<file path="config.mk">
export PLATFORM = sky130hd
export DESIGN_NAME = digit_scoreboard_ctrl
export DESIGN_NICKNAME = d
export VERILOG_FILES = /design/src/rtl/digit_scoreboard_ctrl_pkg.sv /design/src/rtl/bcd_digit_inc.sv /design/src/rtl/digit_scoreboard_ctrl.sv
export SDC_FILE = /design/constraint.sdc
export NUM_CORES = 1
export LEC_CHECK = 0
export CORE_UTILIZATION = 56
export DETAILED_ROUTE_END_ITERATION = 10
export PLACE_DENSITY = 0.95
export SLEW_MARGIN = 10
export SYNTH_ARGS = -nofsm -noshare
export SYNTH_HDL_FRONTEND = slang
export SYNTH_SLANG_ARGS = --single-unit
</file>
<file path="constraint.sdc">
create_clock -name clk -period 4.5 [get_ports clk]
set_input_delay 1.35 -clock clk [delete_from_list [all_inputs] [get_ports clk]]
set_output_delay 1.35 -clock clk [all_outputs]
set_load 0.005 [all_outputs]
</file>
<file path="src/rtl/digit_scoreboard_ctrl_pkg.sv">
// Shared types and constants for the digit scoreboard controller:
// update-FSM states, the BCD digit type and the blank-digit code.
package digit_scoreboard_ctrl_pkg;

    typedef enum logic [1:0] {
        ST_IDLE,
        ST_LOAD,
        ST_PRESCALE,
        ST_INC
    } state_t;

    typedef logic [3:0] bcd_t;

    localparam bcd_t DIGIT_BLANK = 4'hF;

    // Wide enough to address up to eight digits.
    localparam int PTR_W = 3;

endpackage

</file>
<file path="src/rtl/bcd_digit_inc.sv">
// Single-digit BCD incrementer. Any value of 9 or above (including invalid
// nibbles) wraps to 0 with a carry, so a corrupted digit self-heals.
module bcd_digit_inc
    import digit_scoreboard_ctrl_pkg::*;
(
    input  bcd_t din,
    output bcd_t dout,
    output logic carry
);

    always_comb begin
        if (din >= 4'd9) begin
            dout  = 4'd0;
            carry = 1'b1;
        end else begin
            dout  = din + 4'd1;
            carry = 1'b0;
        end
    end

endmodule

</file>
<file path="src/rtl/digit_scoreboard_ctrl.sv">
// N-digit BCD score counter with tear-free once-per-frame updates and a
// 1-clk registered digit/line/col display path. Optional leading-zero
// blanking is enabled by defining DIGIT_LEADING_ZERO_BLANK_EN.
module digit_scoreboard_ctrl
    import digit_scoreboard_ctrl_pkg::*;
#(
    parameter int NUM_DIGITS = 4,
    parameter int FRAME_DIV  = 60,
    parameter int FRAME_LINE = 240,
    parameter int ROW_BAND   = 0
) (
    input  logic                    clk,
    input  logic                    reset,
    input  logic [8:0]              hpos,
    input  logic [8:0]              vpos,
    input  logic                    run,
    input  logic                    load_valid,
    input  logic [4*NUM_DIGITS-1:0] load_value,
    output logic                    load_ready,
    output logic [3:0]              digit,
    output logic [2:0]              line,
    output logic [2:0]              col,
    output logic                    overflow,
    output logic                    busy
);

    localparam logic [7:0]       PRESC_INIT = 8'(FRAME_DIV - 1);
    localparam logic [PTR_W-1:0] PTR_LAST   = PTR_W'(NUM_DIGITS - 1);

    state_t                  state;
    logic [4*NUM_DIGITS-1:0] counter;
    logic [4*NUM_DIGITS-1:0] shadow;
    logic                    shadow_full;
    logic [7:0]              prescaler;
    logic [PTR_W-1:0]        ptr;

    logic                    frame_event;
    logic                    load_accept;
    logic [3:0]              idx;
    bcd_t                    disp [NUM_DIGITS];
    bcd_t                    digit_next;
    bcd_t                    cur_digit;
    bcd_t                    inc_digit;
    logic                    inc_carry;

    assign frame_event = (hpos == 9'd0) && (vpos == 9'(FRAME_LINE));
    assign load_ready  = ~shadow_full;
    assign load_accept = load_valid && load_ready;
    assign busy        = (state != ST_IDLE);
    assign idx         = hpos[7:4];

`ifdef DIGIT_LEADING_ZERO_BLANK_EN
    always_comb begin : blank_leading
        logic zero_above;
        zero_above = 1'b1;
        for (int i = NUM_DIGITS - 1; i >= 0; i--) begin
            disp[i] = counter[4*i +: 4];
            if (i > 0 && zero_above && counter[4*i +: 4] == 4'd0)
                disp[i] = DIGIT_BLANK;
            zero_above = zero_above && (counter[4*i +: 4] == 4'd0);
        end
    end
`else
    always_comb begin
        for (int i = 0; i < NUM_DIGITS; i++)
            disp[i] = counter[4*i +: 4];
    end
`endif

    // Leftmost screen position (idx 0) shows the most significant digit.
    always_comb begin
        // NOTE: default first so every path assigns it and no latch is inferred.
        digit_next = DIGIT_BLANK;
        if (vpos[8:5] == 4'(ROW_BAND)) begin
            for (int i = 0; i < NUM_DIGITS; i++)
                if (idx == 4'(NUM_DIGITS - 1 - i))
                    digit_next = disp[i];
        end
    end

    always_comb begin
        cur_digit = counter[3:0];
        for (int i = 0; i < NUM_DIGITS; i++)
            if (ptr == PTR_W'(i))
                cur_digit = counter[4*i +: 4];
    end

    bcd_digit_inc u_inc (
        .din   (cur_digit),
        .dout  (inc_digit),
        .carry (inc_carry)
    );

    // NOTE: the shadow data needs no reset; shadow_full alone says whether it
    // holds anything meaningful.
    always_ff @(posedge clk) begin
        if (load_accept)
            shadow <= load_value;
    end

    always_ff @(posedge clk) begin
        if (reset) begin
            state       <= ST_IDLE;
            counter     <= '0;
            shadow_full <= 1'b0;
            prescaler   <= PRESC_INIT;
            ptr         <= '0;
            digit       <= DIGIT_BLANK;
            line        <= '0;
            col         <= '0;
            overflow    <= 1'b0;
        end else begin
            // NOTE: non-blocking throughout, so every branch sees pre-edge state.
            digit    <= digit_next;
            line     <= vpos[4:2];
            col      <= hpos[3:1];
            overflow <= 1'b0;

            if (load_accept)
                shadow_full <= 1'b1;

            case (state)
                ST_IDLE: begin
                    if (frame_event) begin
                        if (shadow_full)
                            state <= ST_LOAD;
                        else if (run)
                            state <= ST_PRESCALE;
                    end
                end
                ST_LOAD: begin
                    counter     <= shadow;
                    shadow_full <= 1'b0;
                    prescaler   <= PRESC_INIT;
                    state       <= ST_IDLE;
                end
                ST_PRESCALE: begin
                    if (prescaler == 8'd0) begin
                        prescaler <= PRESC_INIT;
                        ptr       <= '0;
                        state     <= ST_INC;
                    end else begin
                        prescaler <= prescaler - 8'd1;
                        state     <= ST_IDLE;
                    end
                end
                ST_INC: begin
                    for (int i = 0; i < NUM_DIGITS; i++)
                        if (ptr == PTR_W'(i))
                            counter[4*i +: 4] <= inc_digit;
                    if (!inc_carry) begin
                        state <= ST_IDLE;
                    end else if (ptr == PTR_LAST) begin
                        overflow <= 1'b1;
                        state    <= ST_IDLE;
                    end else begin
                        ptr <= ptr + PTR_W'(1);
                    end
                end
                default: state <= ST_IDLE;
            endcase
        end
    end

endmodule

</file>
# --- Yosys cells after proc, flatten, opt, wreduce, memory -nomap -nowiden ---
# Cells that the tools add are included.
# W data, S select, Z words.
word_totals:
  elab_cells: 90
  reg_bits: 57
  in_bits: 38
classes:
  add_sub_neg: 3
  magnitude_cmp: 1
  bitwise_logic: 4
  n_mux: 28
  n_reduce_logical: 21
  eq_ne: 20
ops:
  columns: ["cell", "count"]
  rows:
  - ["$mux W4", 12]
  - ["$pmux W16 S2", 1]
  - ["$ne A2 B2 Y1 const B", 8]
  - ["$pmux W8 S2", 1]
  - ["$mux W2", 6]
  - ["$eq A9 B8 Y1 const B", 1]
  - ["$logic_not A9 Y1", 1]
  - ["$mux W3", 3]
  - ["$eq A4 B2 Y1 const B", 2]
  - ["$logic_not A4 Y1", 2]
  - ["$logic_not A8 Y1", 1]
  - ["$mux W8", 1]
  - ["$pmux W2 S4", 1]
  - ["$reduce_and A2 Y1", 4]
  - ["$reduce_bool A2 Y1", 4]
  - ["$sub A8 B1 Y8 const B", 1]
  - ["$eq A3 B2 Y1 const B", 2]
  - ["$ne A3 B3 Y1 const B", 2]
  - ["$pmux W3 S2", 1]
  - ["$add A4 B1 Y4 const B", 1]
  - ["$eq A2 B2 Y1 const B", 2]
  - ["$eq A4 B1 Y1 const B", 1]
  - ["$ge A4 B4 Y1 const B", 1]
  - ["$not A1 Y1", 4]
  - ["11 further kinds", 14]

# --- Longest topological paths before layout ---
# Gate-level depths: netlist of run 1.
depth:
  word_depth: 8
  ltp_mapped: 11
  ltp_nobuf: 10

# --- Hierarchy ---
# A second synthesis of run 1 with hierarchy kept.
hier_totals:
  hier_cells: 252
  area_unflattened_um2: 2671.3
modules_own_cells:
  columns: ["mod", "area_per_inst_um2", "cells_per_inst", "instances"]
  rows:
  - ["digit_scoreboard_ctrl", 2552.4, 238, 1]
  - ["bcd_digit_inc", 118.9, 14, 1]

# --- Least setup slack after synthesis of run 1 ---
# OpenSTA, ideal clock, no wires.
synth_path:
  path_type: "input to register"
  start: "input port hpos[4]"
  end: "register state[0]"
  stages: 7
  setup_time_ns: 0.129
  t_arrival_ns: 2.654
  path_slack_ns: 1.717
  path_cell_list: "buf_2 -> nor4_1 -> o21ai_0 -> or3_1 -> o31a_1 -> o211ai_1 -> o211ai_1"
synth_between:
  elab_chain_len: 4
synth_rtl:
  columns: ["element", "line", "text"]
  rows:
  - ["from (decl)", "digit_scoreboard_ctrl.sv:14", "input logic [8:0] hpos,"]
  - ["$logic_not A9 Y1", "digit_scoreboard_ctrl.sv:46", "assign frame_event = (hpos == 9'd0) && (vpos == 9'(FRAME_LINE));"]
  - ["$logic_and A1 B1 Y1", "digit_scoreboard_ctrl.sv:46", null]
  - ["$ne A2 B2 Y1 (no line)", null, null]
  - ["$reduce_and A3 Y1 (no line)", null, null]
  - ["to (signal assigned)", "digit_scoreboard_ctrl.sv:103", "state <= ST_IDLE;"]
  - ["to (signal assigned)", "digit_scoreboard_ctrl.sv:126", "state <= ST_LOAD;"]
  - ["to (signal assigned)", "digit_scoreboard_ctrl.sv:128", "state <= ST_PRESCALE;"]
  - ["to (decl)", "digit_scoreboard_ctrl.sv:30", "state_t state;"]
# No other way between the ends.
# A chain may end at the register's enable or synchronous reset.

# --- Final worst setup path of run 1 ---
layout_path:
  start: "input port hpos[4]"
  end: "register state[1]"
# The elaborated chain is that of the path after synthesis.

==> results of run 1 <==
==> worst paths after layout <==
check / start / endpoint / slack, ns / cells after the start
hold / removal: ptr[0] / ptr[0] / 0.52 / 2
setup / recovery: hpos[4] / state[1] / 1.35 / 7
setup reg to reg: ptr[2] / counter[14] / 1.73 / 10
hold reg to reg: ptr[0] / ptr[0] / 0.52 / 2
==> metrics by stage <==
step	std cells	total power [mW]
2_1_floorplan	278	1.024
3_3_place_gp	388	1.156
3_5_place_dp	388	1.187
4_1_cts	404	1.776
5_1_grt	404	1.864
6_report	404	1.776
==> critical path, cell delays in order <==
cell	delay (ns)
clkdlybuf4s50_1	0.56
nor4_1	0.37
o21ai_0	0.13
or3_1	0.43
o31a_1	0.29
o211ai_1	0.11
o211ai_1	0.12
==> kinds of logic after synthesis <==
| logic type | count (synthesis) | share of synthesized area, % |
|---|---|---|
| buf+inv | 20 | 3.127 |
| fa+ha+maj | 11 | 4.844 |
| mux | 9 | 4.932 |
| flops | 57 | 45.79 |
| simple gates | 116 | 21.71 |
| compound gates | 59 | 17.75 |
| xor+xnor | 6 | 1.850 |
==> sequential cells by signal, summed over array words and instances, names as in the netlist <==
name and count:
ptr 3, counter 16, line 3, shadow 16, overflow 1, state 2
col 3, shadow_full 1, prescaler 8, digit 4
==> synth_stat cells (all sizes together) (5+ instances only) <==
cell	n	area, µm²
o211ai	5	51.30
nand2	40	150.1
or2	5	31.28
nor2	20	75.07
a211oi	6	60.06
nor2b	12	75.07
a21oi	6	33.78
dfxtp	41	820.8
inv	11	41.29
clkbuf	5	18.77
nand2b	7	43.79
edfxtp	16	480.5
nor3b	6	56.31
o21ai	14	77.57
mux2i	5	50.05
ha	11	137.6
==> power breakdown <==
group          internal, mW  switching (mW)  total [mW]
Sequential            0.599          0.0643       0.663
Clock                 0.380           0.201       0.581
Combinational         0.237           0.296       0.532
Total                  1.21           0.561        1.78
==> area by class of cell <==
class / instances / area (µm²) / share of cell area [%]
flip-flops and latches: 57 / 1301 / 35.79
inverters: 11 / 41.29 / 1.136
well taps: 67 / 83.83 / 2.306
multi-input cells: 201 / 1451 / 39.92
clock buffers: 10 / 137.6 / 3.785
repair buffers: 52 / 515.5 / 14.18
clock inverters: 6 / 105.1 / 2.891
==> layout by cell type (no fill, tap or decap), types with 3 or more instances in the layout <==
cell and n:
a211oi_1 3, a211oi_2 3, a21oi_1 5, a31o_2 4
bufinv_16 3, clkbuf_8 10, clkdlybuf4s50_1 50, clkinv_2 3
dfxtp_1 41, edfxtp_1 16, ha_1 11, inv_1 11
mux2i_1 5, mux4_2 4, nand2_1 40, nand2b_1 7
nand3_1 4, nor2_1 20, nor2b_1 12, nor3_1 4
nor3b_1 5, nor4_1 4, nor4b_1 3, o211ai_1 4
o21a_1 3, o21ai_0 11, or2_2 4, xnor2_1 3
xor2_1 3
==> per-layer routing <==
layer,routed length [µm],part of all wire (%),vias up
met2,3333,49,131
li1,-,-,1113
met4,199,3.0,0
met3,605,9.0,19
met1,2600,39,1094
met5,0,0,-
==> metrics, run 1 <==
outcome completed; unrepaired setup endpoints after global routing no; met1 Usage GRT 32.74%; final setup margin 1.346 ns; met3 Track Usage GR 6.077%; cell count after synthesis 278; post-route ant nets 0; CTS Sinks 57; input/output buffers 50; met2 Resource Use GR 45.68%; Post-synth EDFFs 16; gr usage total 27.33%; Place WS 1.011 ns; Crit. End Element register; area post-placement 3393 µm²; Peak VDD IR 0.2665 mV; Antenna Cells 0; Yosys Warn Count 0; Initial DRC Count 233; fin crit share 70.08%; Leakage Power 1.286 nW; clock slew at reported path FFs 0.06 ns; final setup violation count 0; vias in the first global route 2289; Die Area 5363 µm²; Async SR Flop Fraction 0%; GRT Max-Usage Layer met2; PostCTS Resize Cnt 0; H-tree levels 3; Vias/cell 5.834; Final #Nets 381; Hold Buf Count CTS 0; Final Cell Area 3636 µm²; Core Area 4817 µm²; flops & latches, synth 57; detailed-route via count 2357; clock root buffer master clkbuf_8; layout cells sized above 1 15.13%; CP startpoint kind input pin; Num CTS Buffers 9; post-DP HPWL 4737 µm; Mapped Nets 327; Final min period 3.154 ns; DRC Markers 0; total negative setup slack 0 ns; Final Hold Slack 0.5157 ns; Primary FF master, synth dfxtp_1; number of max-cap violations 0; final RePlAce weighted congestion 0.8882; final hold viol count 0; Fillers 329; WP data required 4.71 ns; CTS tree yes; initial antenna violation count 0; die extent in x 73.23 µm; final core utilization 75.48%; sequential cell area fraction in the yosys report 45.79%; CP arrival 3.36 ns; GR Overflow Total 0; Setup Skew 0.005673 ns; Setup Fix Bufs, Post-CTS 0; row cnt 25; Max-slew headroom 60.36%; largest net degree at the start of global routing 29; distinct cell type count after synthesis 63; Mapped Area 2841 µm²; Post-Route WL 6739 µm; worst min path class register to register; total power divided by cell area 488.5 nW/µm²; fin. max-slew vios 0; first-pass GRT wire length 10600 µm; chip height 73.23 µm; Max FO, Critical Path 5; worst skew pair latency 0.33 ns; critical path class input pin to register; wire per inst 16.68 µm; IO Count 51; Avg Cell Area, Syn 10.22 µm²; worst-margin pin slew 0.5946 ns; Initial Util 58.99%; Layout area overhead 27.96%; clk buf depth 2; DRT Pass-1 Iters 6; Fmax 317.1 MHz
Power figures use the tool's default switching activity.
==> inputs of run 2 (changes only) <==
--- a/config.mk
+++ b/config.mk
@@ -5,9 +5,9 @@
 export SDC_FILE = /design/constraint.sdc
 export NUM_CORES = 1
 export LEC_CHECK = 0
-export CORE_UTILIZATION = 56
+export CORE_UTILIZATION = 47
 export DETAILED_ROUTE_END_ITERATION = 10
-export PLACE_DENSITY = 0.95
+export PLACE_DENSITY = 0.86
 export SLEW_MARGIN = 10
 export SYNTH_ARGS = -nofsm -noshare
 export SYNTH_HDL_FRONTEND = slang
==> constraint.sdc (replaced) <==
create_clock -name clk -period 2.74 [get_ports clk]
set_input_delay 0.822 -clock clk [delete_from_list [all_inputs] [get_ports clk]]
set_output_delay 0.822 -clock clk [all_outputs]
set_load 0.005 [all_outputs]
==> run 2 against run 1 <==
Compared with the run above: via count fell by 0.38%; first-iteration DRC count fell by 17%; die area up 19%; critical endpoint is now ptr[1].
==> metrics, run 2 (synthesis gave the netlist of run 1 again) <==
area post-placement 3475 µm² (+2.4%); R2R Setup Slk 0.14 ns (-1.59 ns); gr usage total 22.17% (-5.2 points); outcome completed; fin crit share 94.71%; most common cell after layout, fill and taps aside clkdlybuf4s50_1; Initial DRC Count 193 (-17%); number of max-cap violations 0 (unchanged); final setup violation count 0 (unchanged); first-pass GRT wire length 10380 µm (-2.1%); Crit. End Element register; reg2reg start ptr[0]; total power divided by cell area 760.0 nW/µm² (+56%); post-DP HPWL 4772 µm (+0.74%); critical path class register to register; final hold viol count 0 (unchanged); Vias/cell 5.604 (-3.9%); Layout area overhead 29.81%; Min-Delay Path Depth 2 (unchanged); Antenna Cells 0 (unchanged); detailed-route via count 2348 (-0.38%); Num CTS Buffers 9 (unchanged); layout cells sized above 1 17.29% (+2.2 points); wire per inst 15.41 µm (-7.6%); Core Area 5675 µm² (+18%); Fmax 385.3 MHz; final setup margin 0.1448 ns (-1.201 ns); unrepaired setup endpoints after global routing no; Final Cell Area 3689 µm² (+1.4%); Final min period 2.595 ns; Max FO, Critical Path 6 (+1); WP data required 3.01 ns (-1.70 ns); GR Overflow Total 0 (unchanged); fin. max-slew vios 0 (unchanged); post-route ant nets 0 (unchanged); initial antenna violation count 0 (unchanged); CTS tree yes; Internal 1.893 mW (+56%); Reg2Reg Depth 10 (unchanged); Switch Pwr 0.9098 mW (+62%); most frequent cells in the layout clkdlybuf4s50_1, dfxtp_1, nand2_1, nor2_1, edfxtp_1; Final #Nets 391 (+2.6%); sw frac 32.46% (+0.85 points); Initial Util 50.07% (-8.9 points); Post-Route WL 6456 µm (-4.2%); Fillers 449 (+36%); worst skew pair latency 0.35 ns (+0.02 ns); Die Area 6361 µm² (+19%); clk buf depth 2 (unchanged); input/output buffers 50 (unchanged); clock root buffer master clkbuf_8; worst-margin pin slew 0.5887 ns (-0.005917 ns); DRT Pass-1 Iters 4 (-2); H-tree levels 3 (unchanged); Peak VDD IR 0.3756 mV (+41%); largest net degree at the start of global routing 17 (-41%); worst reg2reg endpoint ptr[1]; vias in the first global route 2271 (-0.79%); sequential power share 38.4% (+1.1 points); Worst Hold Path EP ptr[0]; die extent in x 79.76 µm (+8.9%); total negative setup slack 0 ns (unchanged); clock slew at reported path FFs 0.06 ns (about the same); CTS Sinks 57 (unchanged); Max-slew headroom 60.76% (+0.39 points); chip height 79.76 µm (+8.9%); top flop regs counter (16), shadow (16), prescaler (8); row cnt 27 (+8.0%); worst min path class register to register; part of the power in combinational logic 31.4% (+1.4 points); Place WS 0.06682 ns (-0.9437 ns); CP startpoint kind register; Leakage Power 1.309 nW (+1.8%); Clock Power Share 30.2% (-2.5 points); CP arrival 2.87 ns (-0.49 ns); min-delay src ptr[0]; Setup Skew 0.009404 ns (+0.003730 ns); IO Count 51 (unchanged); DRC Markers 0 (unchanged); final RePlAce weighted congestion 0.8618 (-3.0%)
==> run 2: cell types whose count changed in the layout (fill, tap and decap cells not counted), sizes merged <==
cell      before  now
bufinv         3    2
clkinv         3    2
clkinvlp       0    2
buf            2   12
==> run 2: final cells by class <==
cell class	instances	area, µm²	share of cell area (%)
multi-input cells	201	1454	39.42
inverters	11	41.29	1.119
clock buffers	10	127.6	3.460
flip-flops and latches	57	1301	35.28
clock inverters	6	83.83	2.273
well taps	72	90.09	2.442
repair buffers	62	590.6	16.01
==> run 2: routing by layer <==
layer,share of wire (%),vias up,routed length (µm),track usage (%)
met2,47,110,3015,35.21
met3,8.7,14,563,7.657
li1,-,1130,-,-
met1,42,1094,2729,25.76
met5,0,-,0,0
met4,2.3,0,148,13.04
==> run 2: how the worst max path moves through the flow <==
stage                       start        to  slack [ns]  depth (start not counted)
after global placement    hpos[4]  state[1]        0.07                          7
after detailed placement  hpos[4]  state[1]        0.07                          7
final                      ptr[0]    ptr[1]        0.14                         10
after CTS                  ptr[0]    ptr[1]        0.06                         10
after floorplan            ptr[0]    ptr[0]        0.41                         11
after global routing       ptr[0]    ptr[1]        0.01                         10
==> run 2: critical path, stage by stage, from the launching register on <==
cell and delay (ns):
dfxtp_1 0.39, inv_1 0.10, ha_1 0.27, nor2b_1 0.15
o311ai_0 0.29, o21a_1 0.26, inv_1 0.08, ha_1 0.26
o211a_4 0.20, nor3b_4 0.30, mux2i_1 0.22
==> run 2: per-stage QoR <==
stage,total power [mW],util (%),cells,hold slack (ns)
finish,2.803,64.99,419,0.5190
global route,2.951,64.99,419,0.5491
CTS,2.809,64.95,419,0.5245
global placement,1.918,61.22,403,0.4870
detailed placement,1.962,61.22,403,0.5106
floorplan,1.682,-,278,0.4677
==> run 2: what timing repair did <==
action | CTS | global route
buffers inserted | 0 | 0
hold buffers | 0 | 0
gates resized for setup | 0 | 1
endpoints found under the setup margin | 0 | 4
==> run 2: power groups by stage <==
stage / logic, mW / registers [mW] / clock network, mW
after floorplan: 0.622 / 1.06 / 0
after global placement: 0.834 / 1.08 / 0
after detailed placement: 0.872 / 1.09 / 0
after CTS: 0.877 / 1.07 / 0.858
after global routing: 0.965 / 1.09 / 0.899
final: 0.881 / 1.08 / 0.846
==> inputs of run 3 (changes only) <==
==> constraint.sdc (replaced) <==
create_clock -name clk -period 2.2 [get_ports clk]
set_input_delay 0.66 -clock clk [delete_from_list [all_inputs] [get_ports clk]]
set_output_delay 0.66 -clock clk [all_outputs]
set_load 0.005 [all_outputs]
==> run 3 against run 2 <==
Compared with the run above: critical path depth is the same; first-iteration DRC count down 44%; maximum frequency increased by 14%; worst setup slack got worse by 0.23 ns; sequential cell count did not move; the flow now finishes with violations (setup timing); design area increased by 5.4%; highest routed layer unchanged; cell count is 4.1% higher; largest cell class unchanged; power grew 20%.
==> metrics, run 3 (synthesis gave the netlist of run 1 again) <==
Peak VDD IR 0.5044 mV (+34%); Initial Util 50.07% (unchanged); top flop regs counter (16), shadow (16), prescaler (8); CTS Sinks 57 (unchanged); fin crit share 103.7% (+9.0 points); input/output buffers 50 (unchanged); CTS tree yes; post-route ant nets 0 (unchanged); row cnt 27 (unchanged); critical path's slowest cell dfxtp_4; Fillers 406 (-9.6%); total design power 3.370 mW (+20%); outcome finished, violations left; final core utilization 68.47% (+3.5 points); CP startpoint kind register; chip height 79.76 µm (unchanged); fin. max-slew vios 0 (unchanged); worst min path class register to register; Initial DRC Count 109 (-44%); cells along the critical path ha_4 > ha_4 > or2b_1 > o311ai_1 > o21a_1 > inv_2 > ha_4 > o211a_4 > nor3b_4 > mux2i_1; die extent in x 79.76 µm (unchanged); Antenna Cells 0 (unchanged); Critical Path Max Stage Delay 0.38 ns (about the same); Crit. End Element register; post-DP HPWL 4604 µm (-3.5%); Max FO, Critical Path 6 (unchanged); CP arrival 2.53 ns (-0.34 ns); final hold viol count 0 (unchanged); detailed-route via count 2361 (+0.55%); gr usage total 21.65% (-0.52 points); Core Area 5675 µm² (unchanged); Num CTS Buffers 9 (unchanged); total negative setup slack -0.1948 ns (-0.1948 ns); failing checks setup timing; unrepaired setup endpoints after global routing yes; CP Buf/Inv Count 1 (-1); worst-margin pin slew 0.4428 ns (-0.1459 ns); DRC Markers 0 (unchanged); Max-slew headroom 70.07% (+9.3 points); number of max-cap violations 0 (unchanged); Vias/cell 5.415 (-3.4%); most frequent cells in the layout clkdlybuf4s50_1, nand2_1, dfxtp_1, buf_4, nor2_1; first-pass GRT wire length 10260 µm (-1.1%); area post-placement 3588 µm² (+3.3%); worst skew pair latency 0.34 ns (about the same); Worst path most repeated cell ha_4; Die Area 6361 µm² (unchanged); Leakage Power 1.382 nW (+5.6%); Hold Buf Count CTS 0 (unchanged); DRT Pass-1 Iters 4 (unchanged); most common cell after layout, fill and taps aside clkdlybuf4s50_1; critical path class register to register; vias in the first global route 2279 (+0.35%); IO Count 51 (unchanged); Fmax 438.3 MHz (+14%); Final min period 2.282 ns (-0.3136 ns); wire per inst 14.19 µm (-7.9%); clock slew at reported path FFs 0.06 ns (about the same); total power divided by cell area 867.1 nW/µm² (+14%); layout cells sized above 1 25.82% (+8.5 points); initial antenna violation count 0 (unchanged); clock root buffer master clkbuf_8; final setup margin -0.08153 ns (-0.2264 ns); final RePlAce weighted congestion 0.8446 (-2.0%); GR Overflow Total 0 (unchanged); largest net degree at the start of global routing 26 (+9); Final Cell Area 3886 µm² (+5.4%); Layout area overhead 36.77%; final setup violation count 5 (+5); WP data required 2.45 ns (-0.56 ns); H-tree levels 3 (unchanged); Post-Route WL 6189 µm (-4.1%); Setup Skew 0.01165 ns (+0.002249 ns); clk buf depth 2 (unchanged); delay-heaviest family, CP simple AND/OR/NAND/NOR gates; Final #Nets 408 (+4.3%)
[run 3: area by class of cell]
type                    instances  area, µm²  area share (%)
flip-flops and latches         57       1314           33.81
repair buffers                 79      733.2           18.87
clock inverters                 6      36.28          0.9337
multi-input cells             201       1541           39.67
inverters                      11      43.79           1.127
clock buffers                  10      127.6           3.284
well taps                      72      90.09           2.318
[run 3: through the flow]
stage	hold slack (ns)	worst slack, ns	instances
2_1_floorplan	0.4539	0.01228	278
3_3_place_gp	0.4686	-0.2983	416
3_5_place_dp	0.4747	-0.3612	416
4_1_cts	0.5073	-0.06986	436
5_1_grt	0.5505	-0.1357	436
6_report	0.5274	-0.08153	436
[run 3: where the power goes]
| part | leakage [nW] | internal [mW] | switching (mW) |
|---|---|---|---|
| registers | 0.490 | 1.23 | 0.114 |
| clock network | 0.0757 | 0.399 | 0.415 |
| logic | 0.816 | 0.598 | 0.615 |
| total | 1.38 | 2.23 | 1.14 |
[run 3: per-layer routing]
metal	global-route usage (%)	up-vias	share of wire, %
met3	6.057	8	6.5
met1	26.38	1124	44
met4	10.18	0	2.0
li1	-	1160	-
met5	0	-	0
met2	35.21	69	47
[run 3: worst register-to-register path, delay by kind of cell, from the launching register on]
family / cells / cell delay, ns
AOI/OAI and AO/OA: 3 / 0.48
muxes: 1 / 0.23
DFF: 1 / 0.38
and+or+nand+nor: 2 / 0.54
adders and majority gates: 3 / 0.51
buffers and inverters: 1 / 0.07
[run 3: worst paths after layout]
check,slack [ns],cells after the start,to,from
max,-0.08,10,ptr[1],ptr[0]
max reg2reg,-0.08,10,ptr[1],ptr[0]
min reg2reg,0.53,2,ptr[0],ptr[0]
min,0.53,2,ptr[0],ptr[0]
[run 3: timing repair]
item,CTS,global route
pin swaps,4,9
setup endpoints to repair,22,22
resized for setup,18,9
cloned,0,0
buffers inserted,4,0
